===== config.mk =====
export PLATFORM = sky130hd
export DESIGN_NAME = exec_writeback_sched
export DESIGN_NICKNAME = d
export VERILOG_FILES = /design/src/rtl/exec_writeback_sched.sv
export SDC_FILE = /design/constraint.sdc
export NUM_CORES = 2
export LEC_CHECK = 0
export CELL_PAD_IN_SITES_DETAIL_PLACEMENT = 1
export CELL_PAD_IN_SITES_GLOBAL_PLACEMENT = 2
export CORE_ASPECT_RATIO = 1.2
export CORE_MARGIN = 3
export CORE_UTILIZATION = 40
export CTS_BUF_LIST = sky130_fd_sc_hd__clkbuf_16
export DETAILED_ROUTE_END_ITERATION = 12
export PLACE_DENSITY_LB_ADDON = 0.05
export SETUP_SLACK_MARGIN = 0.1
export SLEW_MARGIN = 20
export SYNTH_ARGS = -nofsm -noshare
export SYNTH_HDL_FRONTEND = slang
export SYNTH_SLANG_ARGS = --single-unit

===== constraint.sdc =====
create_clock -name clk -period 49.4 [get_ports clk]
set_clock_uncertainty 0.2 [all_clocks]
set_input_delay 9.88 -clock clk [delete_from_list [all_inputs] [get_ports clk]]
set_output_delay 9.88 -clock clk [all_outputs]
set_load 0.05 [all_outputs]

===== src/rtl/exec_writeback_sched.sv =====
// Writeback scheduler: holds execute results in a latency-indexed slot shifter,
// refuses writeback-port collisions and WAW reordering, and flags RAW hazards.
module exec_writeback_sched #(
  parameter int unsigned DATA_W = 128,
  parameter int unsigned ADDR_W = 7,
  parameter int unsigned LAT_W  = 3
) (
  input  logic              clk,
  input  logic              reset,
  input  logic              flush,
  input  logic              issue_valid,
  output logic              issue_ready,
  input  logic [ADDR_W-1:0] issue_rt,
  input  logic [LAT_W-1:0]  issue_latency,
  input  logic [DATA_W-1:0] issue_result,
  input  logic [ADDR_W-1:0] chk_ra,
  input  logic [ADDR_W-1:0] chk_rb,
  input  logic [ADDR_W-1:0] chk_rc,
  input  logic [2:0]        chk_en,
  output logic              hazard,
  output logic              wb_valid,
  output logic [ADDR_W-1:0] wb_rt,
  output logic [DATA_W-1:0] wb_data,
  output logic [LAT_W:0]    inflight
);

  localparam int unsigned SLOTS = 2 ** LAT_W;
  localparam int unsigned CNT_W = LAT_W + 1;

  logic [SLOTS-1:0]  slot_valid;
  logic [ADDR_W-1:0] slot_rt   [SLOTS];
  logic [DATA_W-1:0] slot_data [SLOTS];

  logic        collision;
  logic        waw;
  logic        accept;
  int unsigned lat_next;

  // Issue gating: the slot above the target must be free, and no older write
  // to the same register may land later than the new one.
  always_comb begin
    collision = 1'b0;
    waw       = 1'b0;
    lat_next  = 32'(issue_latency) + 32'd1;
    for (int unsigned k = 0; k < SLOTS; k++) begin
      if (k == lat_next && slot_valid[k]) collision = 1'b1;
      if (k > lat_next && slot_valid[k] && slot_rt[k] == issue_rt) waw = 1'b1;
    end
  end

  assign issue_ready = !collision && !waw;
  assign accept      = issue_valid && issue_ready && !flush;

  // RAW check: slot 0 still counts as busy since there is no bypass.
  always_comb begin
    hazard = 1'b0;
    for (int unsigned k = 0; k < SLOTS; k++) begin
      if (slot_valid[k]) begin
        if (chk_en[0] && chk_ra == slot_rt[k]) hazard = 1'b1;
        if (chk_en[1] && chk_rb == slot_rt[k]) hazard = 1'b1;
        if (chk_en[2] && chk_rc == slot_rt[k]) hazard = 1'b1;
      end
    end
  end

  // Slot shifter; empty slots always carry zero rt/data so slot 0 drives wb_* directly.
  always_ff @(posedge clk or posedge reset) begin
    if (reset) begin
      slot_valid <= '0;
      for (int unsigned k = 0; k < SLOTS; k++) begin
        slot_rt[k]   <= '0;
        slot_data[k] <= '0;
      end
    end else if (flush) begin
      slot_valid <= '0;
      for (int unsigned k = 0; k < SLOTS; k++) begin
        slot_rt[k]   <= '0;
        slot_data[k] <= '0;
      end
    end else begin
      for (int unsigned k = 0; k < SLOTS - 1; k++) begin
        slot_valid[k] <= slot_valid[k+1];
        slot_rt[k]    <= slot_rt[k+1];
        slot_data[k]  <= slot_data[k+1];
      end
      slot_valid[SLOTS-1] <= 1'b0;
      slot_rt[SLOTS-1]    <= '0;
      slot_data[SLOTS-1]  <= '0;
      if (accept) begin
        slot_valid[issue_latency] <= 1'b1;
        slot_rt[issue_latency]    <= issue_rt;
        slot_data[issue_latency]  <= issue_result;
      end
    end
  end

  always_ff @(posedge clk or posedge reset) begin
    if (reset) begin
      inflight <= '0;
    end else if (flush) begin
      inflight <= '0;
    end else begin
      inflight <= inflight - CNT_W'(slot_valid[0]) + CNT_W'(accept);
    end
  end

  assign wb_valid = slot_valid[0];
  assign wb_rt    = slot_rt[0];
  assign wb_data  = slot_data[0];

endmodule


* Yosys cells after proc, flatten, opt, wreduce, memory -nomap -nowiden
Cells that the tools add are included.
** Word-level totals
- Flip-flop bits (word level) :: 1092
- Input bits :: 166
- Word-level logic and storage cells :: 194
** Operators by class
- $add $sub $neg :: 3
- $lt $le $gt $ge :: 12
- Equal/unequal tests :: 39
- Muxes and demuxes :: 63
- Bitwise operators :: 2
- Reductions and logical operators :: 57
** Operators by type and width (number)
- 1024-bit 2-to-1 mux :: 2
- 1024-bit bitwise mux :: 1
- 128-bit demux with 3-bit select :: 1
- 7-bit == test :: 32
- 128-bit 2-to-1 mux :: 1
- 56-bit 2-to-1 mux :: 2
- 56-bit bitwise mux :: 1
- 1-bit logical AND :: 53
- 1-bit 2-to-1 mux :: 49
- 32-bit logical NOT :: 1
- 7-bit demux with 3-bit select :: 1
- 3-bit by 4-bit == test with 1-bit output, first input constant :: 4
- 3-bit by 4-bit greater-than comparator with 1-bit output, first input constant :: 4
- 8-bit 2-to-1 mux :: 2
- 2-bit by 4-bit == test with 1-bit output, first input constant :: 2
- 1-bit by 4-bit greater-than comparator with 1-bit output, first input constant :: 2
- 2-bit by 4-bit greater-than comparator with 1-bit output, first input constant :: 2
- 7-bit by 8-bit OR with 8-bit output :: 1
- 7-bit 2-to-1 mux :: 1
- 3-bit by 1-bit adder with 4-bit output, second input constant :: 1
- 4-bit by 1-bit adder with 4-bit output :: 1
- 1-bit by 4-bit == test with 1-bit output, first input constant :: 1
- 4-bit greater-or-equal comparator, second input constant :: 1
- 3-bit by 4-bit < comparator with 1-bit output, second input constant :: 1
- 7 further kinds :: 9

* Depth between registers and ports, before layout
- Word-level depth :: 34
- Mapped depth :: 16
- Depth with buffers taken out :: 16

* Worst setup path before layout
OpenSTA, ideal clock, no wires.
- Path type :: input-to-output
- Start point :: in issue_latency[0]
- End point :: out issue_ready
- Data arrival time :: 11622 ps
- Data required time :: 39320 ps
- Path slack :: 27698 ps
- Cell stages on the path :: 7
- Path buffers :: 0
- Cells stage by stage :: ha_1 -> xor2_2 -> nor3b_2 -> nor4_1 -> a41o_1 -> nor4_4 -> and2_1
** Between the ends
- Longest elaborated chain between the ends :: 14
- Elaborated cells between the ends (all ways) :: 60
- Those cells by class :: add/sub (1); order compare (8); eq/ne (7); mux (16); reduce/logical (28)
** RTL lines
- from (decl) :: RTL line 14 : input logic [LAT_W-1:0] issue_latency,
- 3-bit by 1-bit adder with 4-bit output (*) :: RTL line 44 : lat_next = 32'(issue_latency) + 32'd1;
- 1-bit by 4-bit greater-than comparator with 1-bit output :: RTL line 47 : if (k > lat_next && slot_valid[k] && slot_rt[k] == issue_rt) waw = 1'b1;
- 1-bit logical AND (2 in a row) :: RTL line 47
- 1-bit 2-to-1 mux (8 in a row) :: RTL line 47
- 1-bit logical NOT :: RTL line 51 : assign issue_ready = !collision && !waw;
- 1-bit logical AND (*) :: RTL line 51
- to (decl) :: RTL line 12 : output logic issue_ready,
Every way passes the cells marked *; elsewhere a longest branch is shown, timed or not.

* Worst setup path after layout
Ends and elaborated chain as after synthesis.

==> qor.yml <==
yosys_warnings: 0
path_delay_family: "buffers and inverters"
hold_violations: 0
grt-ovfl-total: 0
period_needed_ns: 23.40
multi_input_area_um2: 19900
slowest_stage: "clkdlybuf4s50_1"
status: "finished, final reports clean"
postLayoutCoreUtil_pct: 45.4
num_vias: 29600
final_common_cell: "dfrtp_1"
avgRoutedWirePerCell_um: 22.5
synth_nets: 4379
netlist_instances: 4204
finalCritPeriodShare_pct: 47.4
grt_usage_pct: 20.9
synth_compound_area_share_pct: 0.456
synthAdderAreaFrac_pct: 0.238
first_global_vias: 32300
synth_ff_type: "dfrtp_1"
path_class: "primary input to output pin"
core-area_um2: 125000
tightest_slew_ns: 1.02
total_power_w: 0.00188
cap_viol_max_count: 0
synth-async-reset-ratio_pct: 100
cts-resized-gates: 0
nets: 4396
first_pass_iters: 5
clockBufferDepth: 3
rrSetupSlack_ns: 44.83
die_x_um: 330
dieArea_um2: 131000
leakage_nw: 31.5
arrival_ns: 13.32
yosys.area_share.simple_pct: 16.0
cts.sinks: 1092
clock_latency_ns: 0.71
reg2reg_depth: 9
syn_area_um2: 50500
layout.cells.most_common_list: "dfrtp_1 (1092), nand2b_1 (1053), mux2i_1 (946), clkdlybuf4s50_1 (306), inv_1 (192)"
htree_levels: 3
vdd_drop_max_uv: 25.4
path_clk_slew_ns: 0.06
avgSynthCellArea_um2: 12.0
first_iter_violations: 1764
drive_gt1_share_pct: 4.45
wl_um: 135000
post_cts_buffers: 0
antenna_left: 0
rsz0062_at_grt: "false"
root_buffer: "clkbuf_16"
fmax_mhz: 42.7
cp.buffers_inverters: 2
synth.distinct_cells: 43
die_y_um: 395
grt_max_degree: 261
initial_core_util_pct: 40.4
hold_path.class: "flip-flop to flip-flop"
synth.area.mux_share_pct: 18.8
hold_buffers: 0
timing.rr.start: "slot_rt[26]$_DFF_PP0_"
synth-edff-count: 0
hpwl_um: 78400
antenna_found_initial: 22
synth_xor_area_share_pct: 3.85
ys_seq_area_share_pct: 54.1
port_buffers: 307
area_growth_syn_to_layout_pct: 12.6
finalSetupViolations: 0
crit_path_frequent_cell: "clkdlybuf4s50_1"
io_pins: 308
min_path_cells: 2
seq_area_um2: 27300
cts-buffers-inserted: 118
rows: 142
drc: 0
ys_ff_latch: 1092
critical-path-max-stage-delay_ns: 0.87
crit_required_ns: 39.32
worstPathCellList: "clkdlybuf4s50_1, ha_1, xor2_2, nor3b_2, nor4_1, a41o_1, nor4_4, and2_1, clkdlybuf4s50_1"
cts_tree: "yes"
fillerInstances: 13000
tns_ns: 0
fin_hold_ws_ns: 0.306
crit_path_end_kind: "output pin"
hp-start: "slot_data[837]$_DFF_PP0_"
viasPerCell: 4.96
hold_end: "wb_data[69]$_DFF_PP0_"
drv_slew: 0
grt_pass1_wl_um: 208000
synth_top_family_by_area: "multiplexers"
power_density_nw_per_um2: 33.0
gp_congestion: 0.833
worst-path-max-fanout: 9
max_slew_margin_pct: 32.0
worstReg2RegEnd: "slot_data[120]$_DFF_PP0_"
start_kind: "primary input"
metrics by stage:
step / setup slack, ns / instances / cell area [µm²]
after global placement: 26.15 / 5757 / 53300
after floorplan: 8.58 / 4204 / 50500
final: 26.00 / 5973 / 56800
after detailed placement: 26.02 / 5757 / 53300
after CTS: 26.01 / 5968 / 56800
after global routing: 25.76 / 5970 / 56800
synth_stat cells, types with 2 or more instances:
library cell	instances	area (µm²)
nand3_1	5	25.0
nand4_1	44	275
buf_1	6	22.5
a21oi_1	8	40.0
nor3_1	5	25.0
nor2_1	15	56.3
and2_1	136	851
xnor2_1	131	1150
clkbuf_1	190	713
buf_2	21	105
ha_1	8	100
nor2b_1	3	18.8
nor4_1	19	119
buf_6	35	394
inv_1	149	559
dfrtp_1	1092	27300
buf_4	200	1500
a2111oi_0	2	17.5
xor2_1	89	780
nand2_1	8	30.0
o21ai_0	15	75.1
mux2i_1	946	9470
a222oi_1	2	20.0
nand2b_1	1053	6590
nand4b_1	4	35.0
cell families after synthesis:
| group | count (synthesis) |
|---|---|
| xor+xnor | 221 |
| buf+inv | 602 |
| mux | 947 |
| compound gates | 36 |
| fa+ha+maj | 9 |
| simple gates | 1297 |
| flops | 1092 |
report_power, final:
part / switching [W] / internal, W
Combinational: 0.0000853 / 0.0000549
Sequential: 0.00000851 / 0.000910
Clock: 0.000366 / 0.000450
Total: 0.000460 / 0.00142
registers in the layout (all words and copies together), names as in the netlist:
signal      count
wb_data       128
wb_rt           7
slot_rt        49
inflight        4
slot_valid      8
slot_data     896
worst max path at each step:
stage	endpoint	cells after the start	slack, ns	start
floorplan	inflight[0]$_DFF_PP0_	1	8.58	reset
global placement	issue_ready	9	26.15	issue_latency[0]
detailed placement	issue_ready	9	26.02	issue_latency[0]
CTS	issue_ready	9	26.01	issue_latency[0]
global route	issue_ready	9	25.76	issue_latency[0]
finish	issue_ready	9	26.00	issue_latency[0]
per-layer routing:
layer  up-vias  track usage, %  routed length (µm)  part of all wire, %
met5         -               0                 112                0.083
met4        16            5.71                2890                  2.1
met3       179            3.88                5820                  4.3
met2       492            33.3               63300                   47
met1     15500            29.3               62400                   46
li1      13400               -                   -                    -
worst register-to-register path: cells and delay by family (launching register included):
kind	cells	cell delay [ns]
AO/OA/AOI/OAI	2	0.67
XOR/XNOR	1	0.20
buffers and inverters	2	1.38
flip-flops	1	0.71
AND/OR/NAND/NOR	4	1.32
final cells by class:
class / count / share of cell area [%]
clock buffers: 120 / 5.28
diodes: 5 / 0.0220
repair buffers: 350 / 6.16
well taps: 1656 / 3.65
multi-input cells: 2510 / 34.9
flip-flops and latches: 1092 / 48.1
inverters: 149 / 0.997
clock inverters: 91 / 0.850
(Power assumes the default switching activity.)
